`config.mk`:
```
export PLATFORM = sky130hd
export DESIGN_NAME = conv_quan_param_loader_flat
export DESIGN_NICKNAME = d
export VERILOG_FILES = /design/src/rtl/conv_quan_param_loader_pkg.sv /design/src/rtl/conv_quan_param_loader_if.sv /design/src/rtl/conv_quan_param_loader.sv /design/src/flat_wrapper.sv
export SDC_FILE = /design/constraint.sdc
export NUM_CORES = 1
export LEC_CHECK = 0
export CORE_AREA = 4 4 330 332
export CTS_CLUSTER_SIZE = 25
export DETAILED_ROUTE_END_ITERATION = 7
export DIE_AREA = 0 0 334 336
export PLACE_DENSITY = 0.44
export REMOVE_ABC_BUFFERS = 1
export SLEW_MARGIN = 20
export SYNTH_ARGS = -nofsm -noshare
export SYNTH_HDL_FRONTEND = slang
export SYNTH_SLANG_ARGS = --single-unit
export TNS_END_PERCENT = 20
```
`constraint.sdc`:
```
create_clock -name clk -period 5.7 [get_ports clk]
set_clock_uncertainty 0.05 [all_clocks]
set_input_delay 1.14 -clock clk [delete_from_list [all_inputs] [get_ports clk]]
set_output_delay 1.14 -clock clk [all_outputs]
set_load 0.02 [all_outputs]
```
`src/rtl/conv_quan_param_loader_pkg.sv`:
```
// Shared constants and state encoding for the quantization parameter loader.
// Imported by the loader and its stream interface.
package conv_quan_param_loader_pkg;

  localparam int CHANNEL_OUT_NUM = 8;
  localparam int GROUP_SHIFT     = 3;
  localparam int WIDTH_DATA_ADD  = 32;
  localparam int WIDTH_SHIFT     = 8;

  typedef enum logic [4:0] {
    ST_IDLE     = 5'b00001,
    ST_LD_BIAS  = 5'b00010,
    ST_LD_SCALE = 5'b00100,
    ST_LD_SHIFT = 5'b01000,
    ST_DONE     = 5'b10000
  } state_t;

endpackage

```
`src/rtl/conv_quan_param_loader_if.sv`:
```
// Valid/ready parameter stream feeding the loader.
// The loader is the slave; the DMA front end is the master.
interface conv_quan_param_loader_if #(
  parameter int DATA_W = 256
);

  logic [DATA_W-1:0] S_Data;
  logic              S_Valid;
  logic              S_Ready;

  modport master (
    output S_Data,
    output S_Valid,
    input  S_Ready
  );

  modport slave (
    input  S_Data,
    input  S_Valid,
    output S_Ready
  );

endinterface

```
`src/rtl/conv_quan_param_loader.sv`:
```
// Streams bias/scale/shift words per output-channel group into the
// quantization parameter RAMs and pulses Load_Done when finished.
module conv_quan_param_loader #(
  parameter int CHANNEL_OUT_NUM       = 8,
  parameter int WIDTH_CHANNEL_NUM_REG = 10,
  parameter int WIDTH_DATA_ADD        = 32,
  parameter int WIDTH_SHIFT           = 8,
  parameter int WIDTH_BIAS_RAM_ADDRA  = 9
) (
  input  logic clk,
  input  logic rst,
  input  logic Start_Load,
  input  logic [WIDTH_CHANNEL_NUM_REG-1:0] Channel_Out_Num_REG,
  conv_quan_param_loader_if.slave s,
  output logic bias_wea,
  output logic scale_wea,
  output logic shift_wea,
  output logic [WIDTH_BIAS_RAM_ADDRA-1:0] param_addra,
  output logic [CHANNEL_OUT_NUM*WIDTH_DATA_ADD-1:0] bias_dina,
  output logic [CHANNEL_OUT_NUM*WIDTH_DATA_ADD-1:0] scale_dina,
  output logic [CHANNEL_OUT_NUM*WIDTH_SHIFT-1:0] shift_dina,
  output logic Busy,
  output logic Load_Done
);

  import conv_quan_param_loader_pkg::*;

  localparam int CW = WIDTH_CHANNEL_NUM_REG;
  localparam int SW = CHANNEL_OUT_NUM*WIDTH_SHIFT;

  state_t state, nxt;

  logic [CW-1:0] grp_cnt;
  logic [CW-1:0] grp_num;
  logic [CW-1:0] grp_req;
  logic          start;
  logic          acc;
  logic          last;

  assign grp_req   = Channel_Out_Num_REG >> GROUP_SHIFT;
  assign start     = (state == ST_IDLE) && Start_Load;
  assign s.S_Ready = (state == ST_LD_BIAS)
                  || (state == ST_LD_SCALE)
                  || (state == ST_LD_SHIFT);
  assign acc       = s.S_Valid && s.S_Ready;
  assign last      = (grp_cnt + CW'(1)) == grp_num;
  assign Busy      = (state != ST_IDLE);

  always_ff @(posedge clk) begin
    if (rst) state <= ST_IDLE;
    else     state <= nxt;
  end

  always_comb begin
    nxt = state;
    unique case (state)
      ST_IDLE: begin
        if (Start_Load)
          nxt = (grp_req == '0) ? ST_DONE : ST_LD_BIAS;
      end
      ST_LD_BIAS:  if (acc) nxt = ST_LD_SCALE;
      ST_LD_SCALE: if (acc) nxt = ST_LD_SHIFT;
      ST_LD_SHIFT: if (acc) nxt = last ? ST_DONE : ST_LD_BIAS;
      ST_DONE:     nxt = ST_IDLE;
      default:     nxt = ST_IDLE;
    endcase
  end

  // One-cycle registered write port; address is the group at acceptance.
  always_ff @(posedge clk) begin
    if (rst) begin
      grp_cnt     <= '0;
      grp_num     <= '0;
      bias_wea    <= 1'b0;
      scale_wea   <= 1'b0;
      shift_wea   <= 1'b0;
      param_addra <= '0;
      bias_dina   <= '0;
      scale_dina  <= '0;
      shift_dina  <= '0;
      Load_Done   <= 1'b0;
    end else begin
      Load_Done <= (nxt == ST_DONE);
      bias_wea  <= acc && (state == ST_LD_BIAS);
      scale_wea <= acc && (state == ST_LD_SCALE);
      shift_wea <= acc && (state == ST_LD_SHIFT);
      if (acc)
        param_addra <= grp_cnt[WIDTH_BIAS_RAM_ADDRA-1:0];
      if (acc && (state == ST_LD_BIAS))
        bias_dina <= s.S_Data;
      if (acc && (state == ST_LD_SCALE))
        scale_dina <= s.S_Data;
      if (acc && (state == ST_LD_SHIFT))
        shift_dina <= s.S_Data[SW-1:0];
      if (start) begin
        grp_cnt <= '0;
        grp_num <= grp_req;
      end else if (acc && (state == ST_LD_SHIFT)) begin
        grp_cnt <= grp_cnt + CW'(1);
      end
    end
  end

endmodule

```
`src/flat_wrapper.sv`:
```
// flat-port wrapper written by rule: the top's interface ports become plain ports
module conv_quan_param_loader_flat import conv_quan_param_loader_pkg::*;
#(
  parameter int CHANNEL_OUT_NUM       = 8,
  parameter int WIDTH_CHANNEL_NUM_REG = 10,
  parameter int WIDTH_DATA_ADD        = 32,
  parameter int WIDTH_SHIFT           = 8,
  parameter int WIDTH_BIAS_RAM_ADDRA  = 9
)
  (clk, rst, Start_Load, Channel_Out_Num_REG, bias_wea, scale_wea, shift_wea, param_addra, bias_dina, scale_dina, shift_dina, Busy, Load_Done, s_S_Data, s_S_Valid, s_S_Ready);
  conv_quan_param_loader_if #(.DATA_W((256))) s_i ();
  input  logic clk;
  input  logic rst;
  input  logic Start_Load;
  input  logic [WIDTH_CHANNEL_NUM_REG-1:0] Channel_Out_Num_REG;
  output logic bias_wea;
  output logic scale_wea;
  output logic shift_wea;
  output logic [WIDTH_BIAS_RAM_ADDRA-1:0] param_addra;
  output logic [CHANNEL_OUT_NUM*WIDTH_DATA_ADD-1:0] bias_dina;
  output logic [CHANNEL_OUT_NUM*WIDTH_DATA_ADD-1:0] scale_dina;
  output logic [CHANNEL_OUT_NUM*WIDTH_SHIFT-1:0] shift_dina;
  output logic Busy;
  output logic Load_Done;
  input wire logic [$bits(s_i.S_Data)-1:0] s_S_Data;
  input wire logic [$bits(s_i.S_Valid)-1:0] s_S_Valid;
  output wire logic [$bits(s_i.S_Ready)-1:0] s_S_Ready;
  assign s_i.S_Data = s_S_Data;
  assign s_i.S_Valid = s_S_Valid;
  assign s_S_Ready = s_i.S_Ready;
  conv_quan_param_loader #(.CHANNEL_OUT_NUM(CHANNEL_OUT_NUM), .WIDTH_CHANNEL_NUM_REG(WIDTH_CHANNEL_NUM_REG), .WIDTH_DATA_ADD(WIDTH_DATA_ADD), .WIDTH_SHIFT(WIDTH_SHIFT), .WIDTH_BIAS_RAM_ADDRA(WIDTH_BIAS_RAM_ADDRA)) u_core (.clk(clk), .rst(rst), .Start_Load(Start_Load), .Channel_Out_Num_REG(Channel_Out_Num_REG), .s(s_i), .bias_wea(bias_wea), .scale_wea(scale_wea), .shift_wea(shift_wea), .param_addra(param_addra), .bias_dina(bias_dina), .scale_dina(scale_dina), .shift_dina(shift_dina), .Busy(Busy), .Load_Done(Load_Done));
endmodule
```
After elaboration in Yosys (flattened, before gate mapping) --
Index checks and enable logic that the tools add are counted.
Word-level totals: bits in registers 611, bits of input ports 270, output and inout bits 591, word-level logic and storage cells 35
Cells by class: add/subtract/negate cells 1, equal/unequal tests 7, multiplexer cells 7, reduce and logical (&&, ||, !) cells 9
Operators with widths (number):
- $mux W5 | 6
- $pmux W5 S4 | 1
- $add A10 B1 Y10 const B | 1
- $eq A10 B7 Y1 | 1
- $logic_not A10 Y1 | 1
- $eq A5 B1 Y1 const B | 1
- $eq A5 B2 Y1 const B | 1
- $eq A5 B3 Y1 const B | 1
- $eq A5 B4 Y1 const B | 1
- $eq A5 B5 Y1 const B | 1
- $logic_and A1 B1 Y1 | 5
- $ne A5 B1 Y1 const B | 1
- $logic_or A1 B1 Y1 | 2
- $reduce_or A2 Y1 | 1

Depth between registers and ports, before layout --
depth after elaboration 7, depth in mapped cells 9

Worst setup path before layout --
OpenSTA, ideal clock, no wires.
path kind input -> register, start point input s_S_Valid, end point register u_core.bias_dina[216], library setup time 0.132 ns, data arrival time 2.379 ns, required time 5.518 ns, slack 3.139 ns, stages on the path 8, path through clkbuf_1 -> inv_1 -> or3_1 -> clkbuf_1 -> buf_2 -> clkbuf_1 -> nand2_1 -> a21oi_1
On the way: word-level cells in the longest chain between the ends 2
RTL lines:
- start, declared | RTL line flat_wrapper.sv:26 | input wire logic [$bits(s_i.S_Valid)-1:0] s_S_Valid;
- $logic_and A1 B1 Y1 | RTL line conv_quan_param_loader.sv:45 | assign acc = s.S_Valid && s.S_Ready;
- $logic_and A1 B1 Y1 | RTL line conv_quan_param_loader.sv:89 | if (acc && (state == ST_LD_BIAS))
- end signal, assigned | RTL line conv_quan_param_loader.sv:90 | bias_dina <= s.S_Data;
- end, declared | RTL line conv_quan_param_loader.sv:19 | output logic [CHANNEL_OUT_NUM*WIDTH_DATA_ADD-1:0] bias_dina,
Every way passes these cells. A chain may end at the register's enable or synchronous reset.

Worst setup path in the final report --
start point register u_core.state[1], end point output s_S_Ready
On the way: word-level cells in the longest chain between the ends 3, elaborated cells on any way between the ends 5, those cells by class eq/ne: 3; reduce/logical: 2
RTL lines:
- start, declared | RTL line conv_quan_param_loader.sv:31 | state_t state, nxt;
- start signal, assigned | RTL line conv_quan_param_loader.sv:51 | else state <= nxt;
- $eq A5 B2 Y1 / $eq A5 B3 Y1 (equally long branches) | RTL line conv_quan_param_loader.sv:42, conv_quan_param_loader.sv:43
- $logic_or A1 B1 Y1 | RTL line conv_quan_param_loader.sv:43 | || (state == ST_LD_SCALE)
- $logic_or A1 B1 Y1 (*) | RTL line conv_quan_param_loader.sv:44 | || (state == ST_LD_SHIFT);
- end, declared | RTL line flat_wrapper.sv:27 | output wire logic [$bits(s_i.S_Ready)-1:0] s_S_Ready;
Mark *: on every way between the ends. The rest lies on a longest branch, timed or not.

==> impl_results.md <==
- Synthesized area: 21200 sq um
- Outcome: finished, final reports clean
- Grt ovf: 0
- Max-slew violations: 0
- IO Pins: 861
- Core ar.: 106000 sq um
- First-pass GRT wire length: 133000 um
- Number of buffers created by CTS: 75
- Pin count of the biggest net entering global routing: 150
- Setup Buffers After CTS: 0
- DP Cell Count: 4770
- ANT nets after route: 0
- FF+latch count, synth: 611
- Initial DRT Pass Iterations: 5
- Nets: 3715
- Post-CTS sizing: 0
- Mapped Avg Cell Area: 7.89 sq um
- Max FO, Critical Path: 8
- Commonest cells after routing, fill and taps aside: nand2_1, clkdlybuf4s50_1, dfxtp_1
- Commonest non-fill, non-tap cell in the layout: nand2_1
- Crit-path max cell delay: 0.67 ns
- Slew margin rel.: 32.2%
- Worst-path cell chain: nor2b_1 > o311a_1 > clkdlybuf4s50_1
- Final setup fails: 0
- GRT Overall Usage: 15.6%
- CTS clk-pin slew, worst paths: 0.05 ns
- CP bufs+invs: 1
- Master of the slowest instance on the critical path: clkdlybuf4s50_1
- Initial Util: 20.0%
- Worst hold margin: 0.401 ns
- PwrDens: 290 nW/um^2
- CP required: 4.51 ns
- Worst path arrival time: 2.28 ns
- VDD IR max: 0.199 mV
- Nature of the critical path endpoint: output port
- MaxCap Viol Count: 0
- Hold Vio Cnt, Final: 0
- Avg WL per Cell: 18.8 um
- Die X-Extent: 334 um
- Top cell family by delay on the critical path: buffers and inverters
- Initial antenna violation count: 14
- Unrepaired setup endpoints after global routing: no
- CP Launch Type: flip-flop
- Initial DRC Count: 987
- Hold-fix buffers, CTS: 0
- Netlist cell types: 46
- Synth-to-Final Area Change: 58.0%
- Row cnt: 120
- Die Area: 112000 sq um
- Reg area: 12200 sq um
- Vias in the first global route: 19700
- Worst Hold Class: reg -> reg
- Final wirelength: 92400 um
- Die Ht: 336 um
- Total of fill cells in the finished design: 11400
- Worst slew pin tran: 1.02 ns
- Port bufs: 857
- Final Wtd Congestion: 0.753
- Fin crit share: 60.9%
- Num Clock Sinks: 611
- Skew-Pair Late Insertion Delay: 0.62 ns
- Vias/cell: 4.18
- CTS tree: done
- Multi-input logic area: 8170 sq um
- Leak: 0.0109 uW
- Root buffer cell: clkbuf_16
- Share of flip-flops with an asynchronous set or reset: 0%
- Power Total: 9740 uW
- H-Tree Depth: 3
- Residual DRC count: 0
- Seq/Total Area, Yosys: 57.6%
- Non-filler cells, final: 4905
- Clock Tree Buf Depth: 3
- Post-synth EDFFs: 0
- Share of cells above drive strength 1: 4.38%
- Top FF cell, synth: dfxtp_1
- DP HPWL: 63100 um
- Total vias in the final route: 20500
- Worst setup path class: reg -> out
- Crit path time final: 3.47 ns
- Setup_tns: 0 ns
- Post-synthesis instance total: 2689
- Fmax: 288 MHz
- Ys Warns: 0
cell usage after synthesis (2+ instances only):
library cell	number	area, sq um
xnor2_1	7	61.3
nand2_1	1164	4370
nand3_1	7	35.0
nand2b_1	4	25.0
nor4_1	3	18.8
a21oi_1	582	2910
buf_1	9	33.8
a211o_1	2	17.5
buf_2	59	295
o21bai_1	2	15.0
xor2_1	7	61.3
nor3_1	4	20.0
nor2_1	38	143
nand4_1	3	18.8
dfxtp_1	611	12200
clkbuf_1	135	507
mux2i_1	18	180
nor2b_1	2	12.5
a31oi_1	3	18.8
o21ai_0	3	15.0
cell type report:
class / instances / share of cell area (%)
sequential: 611 / 36.5
tap: 1403 / 5.23
clock inverter: 20 / 0.746
timing repair buffer: 882 / 26.6
multi-input combinational: 1873 / 24.4
antenna: 9 / 0.0671
inverter: 1 / 0.0112
clock buffer: 106 / 6.54
power breakdown:
group	leakage [uW]	total (uW)	switching [uW]	internal (uW)
registers	0.00492	4340	26.1	4310
clock network	0.00121	4810	1920	2890
logic	0.00475	587	309	278
total	0.0109	9740	2250	7480
kinds of logic (layout without fill, tap and decap cells):
group,count (synthesis),in the layout,share of synthesized area [%]
XOR/XNOR,15,15,0.654
adder cells (fa/ha/maj),1,1,0.0589
other,0,9,0
AND/OR/NAND/NOR,1238,1238,22.4
multiplexers,19,19,0.919
AO/OA/AOI/OAI,600,600,14.4
buffers and inverters,205,1009,3.99
flip-flops,611,611,57.6
path summary, 6_finish.rpt:
| path | start | endpoint | slack (ns) | cells past startpoint |
|---|---|---|---|---|
| worst max-delay path | u_core.state[1] | s_S_Ready | 2.23 | 3 |
| worst min-delay path | u_core.scale_dina[42] | u_core.scale_dina[42] | 0.40 | 2 |
| worst max register to register | u_core.state[3] | u_core.scale_dina[67] | 3.17 | 5 |
| worst min register to register | u_core.scale_dina[42] | u_core.scale_dina[42] | 0.40 | 2 |
stage by stage:
stage,cell area [sq um],utilization (%),setup slack [ns]
2_1_floorplan,20400,-,-13.42
3_3_place_gp,31100,29.2,2.09
3_5_place_dp,31100,29.2,2.08
4_1_cts,33500,31.5,2.14
5_1_grt,33500,31.6,2.06
6_report,33500,31.6,2.23
sequential cells by signal, summed over array words and instances (netlist names), 5 cells and up:
signal,count
u_core.param_addra,9
u_core.scale_dina,256
u_core.bias_dina,256
u_core.grp_cnt,10
u_core.grp_num,7
u_core.shift_dina,64
u_core.state,5
per-layer routing:
layer | wire [um] | GRT usage (%)
met5 | 96 | 0
met4 | 2570 | 5.62
met3 | 9470 | 7.07
met2 | 44200 | 26.1
met1 | 36100 | 17.5
worst register-to-register path, cell delays in order, from the launching register on:
cell and delay (ns):
dfxtp_1 0.41, nor2_1 0.27, nand4_1 0.61, buf_12 0.46
nand2_1 0.49, a21oi_1 0.08
(Power assumes the default switching activity.)
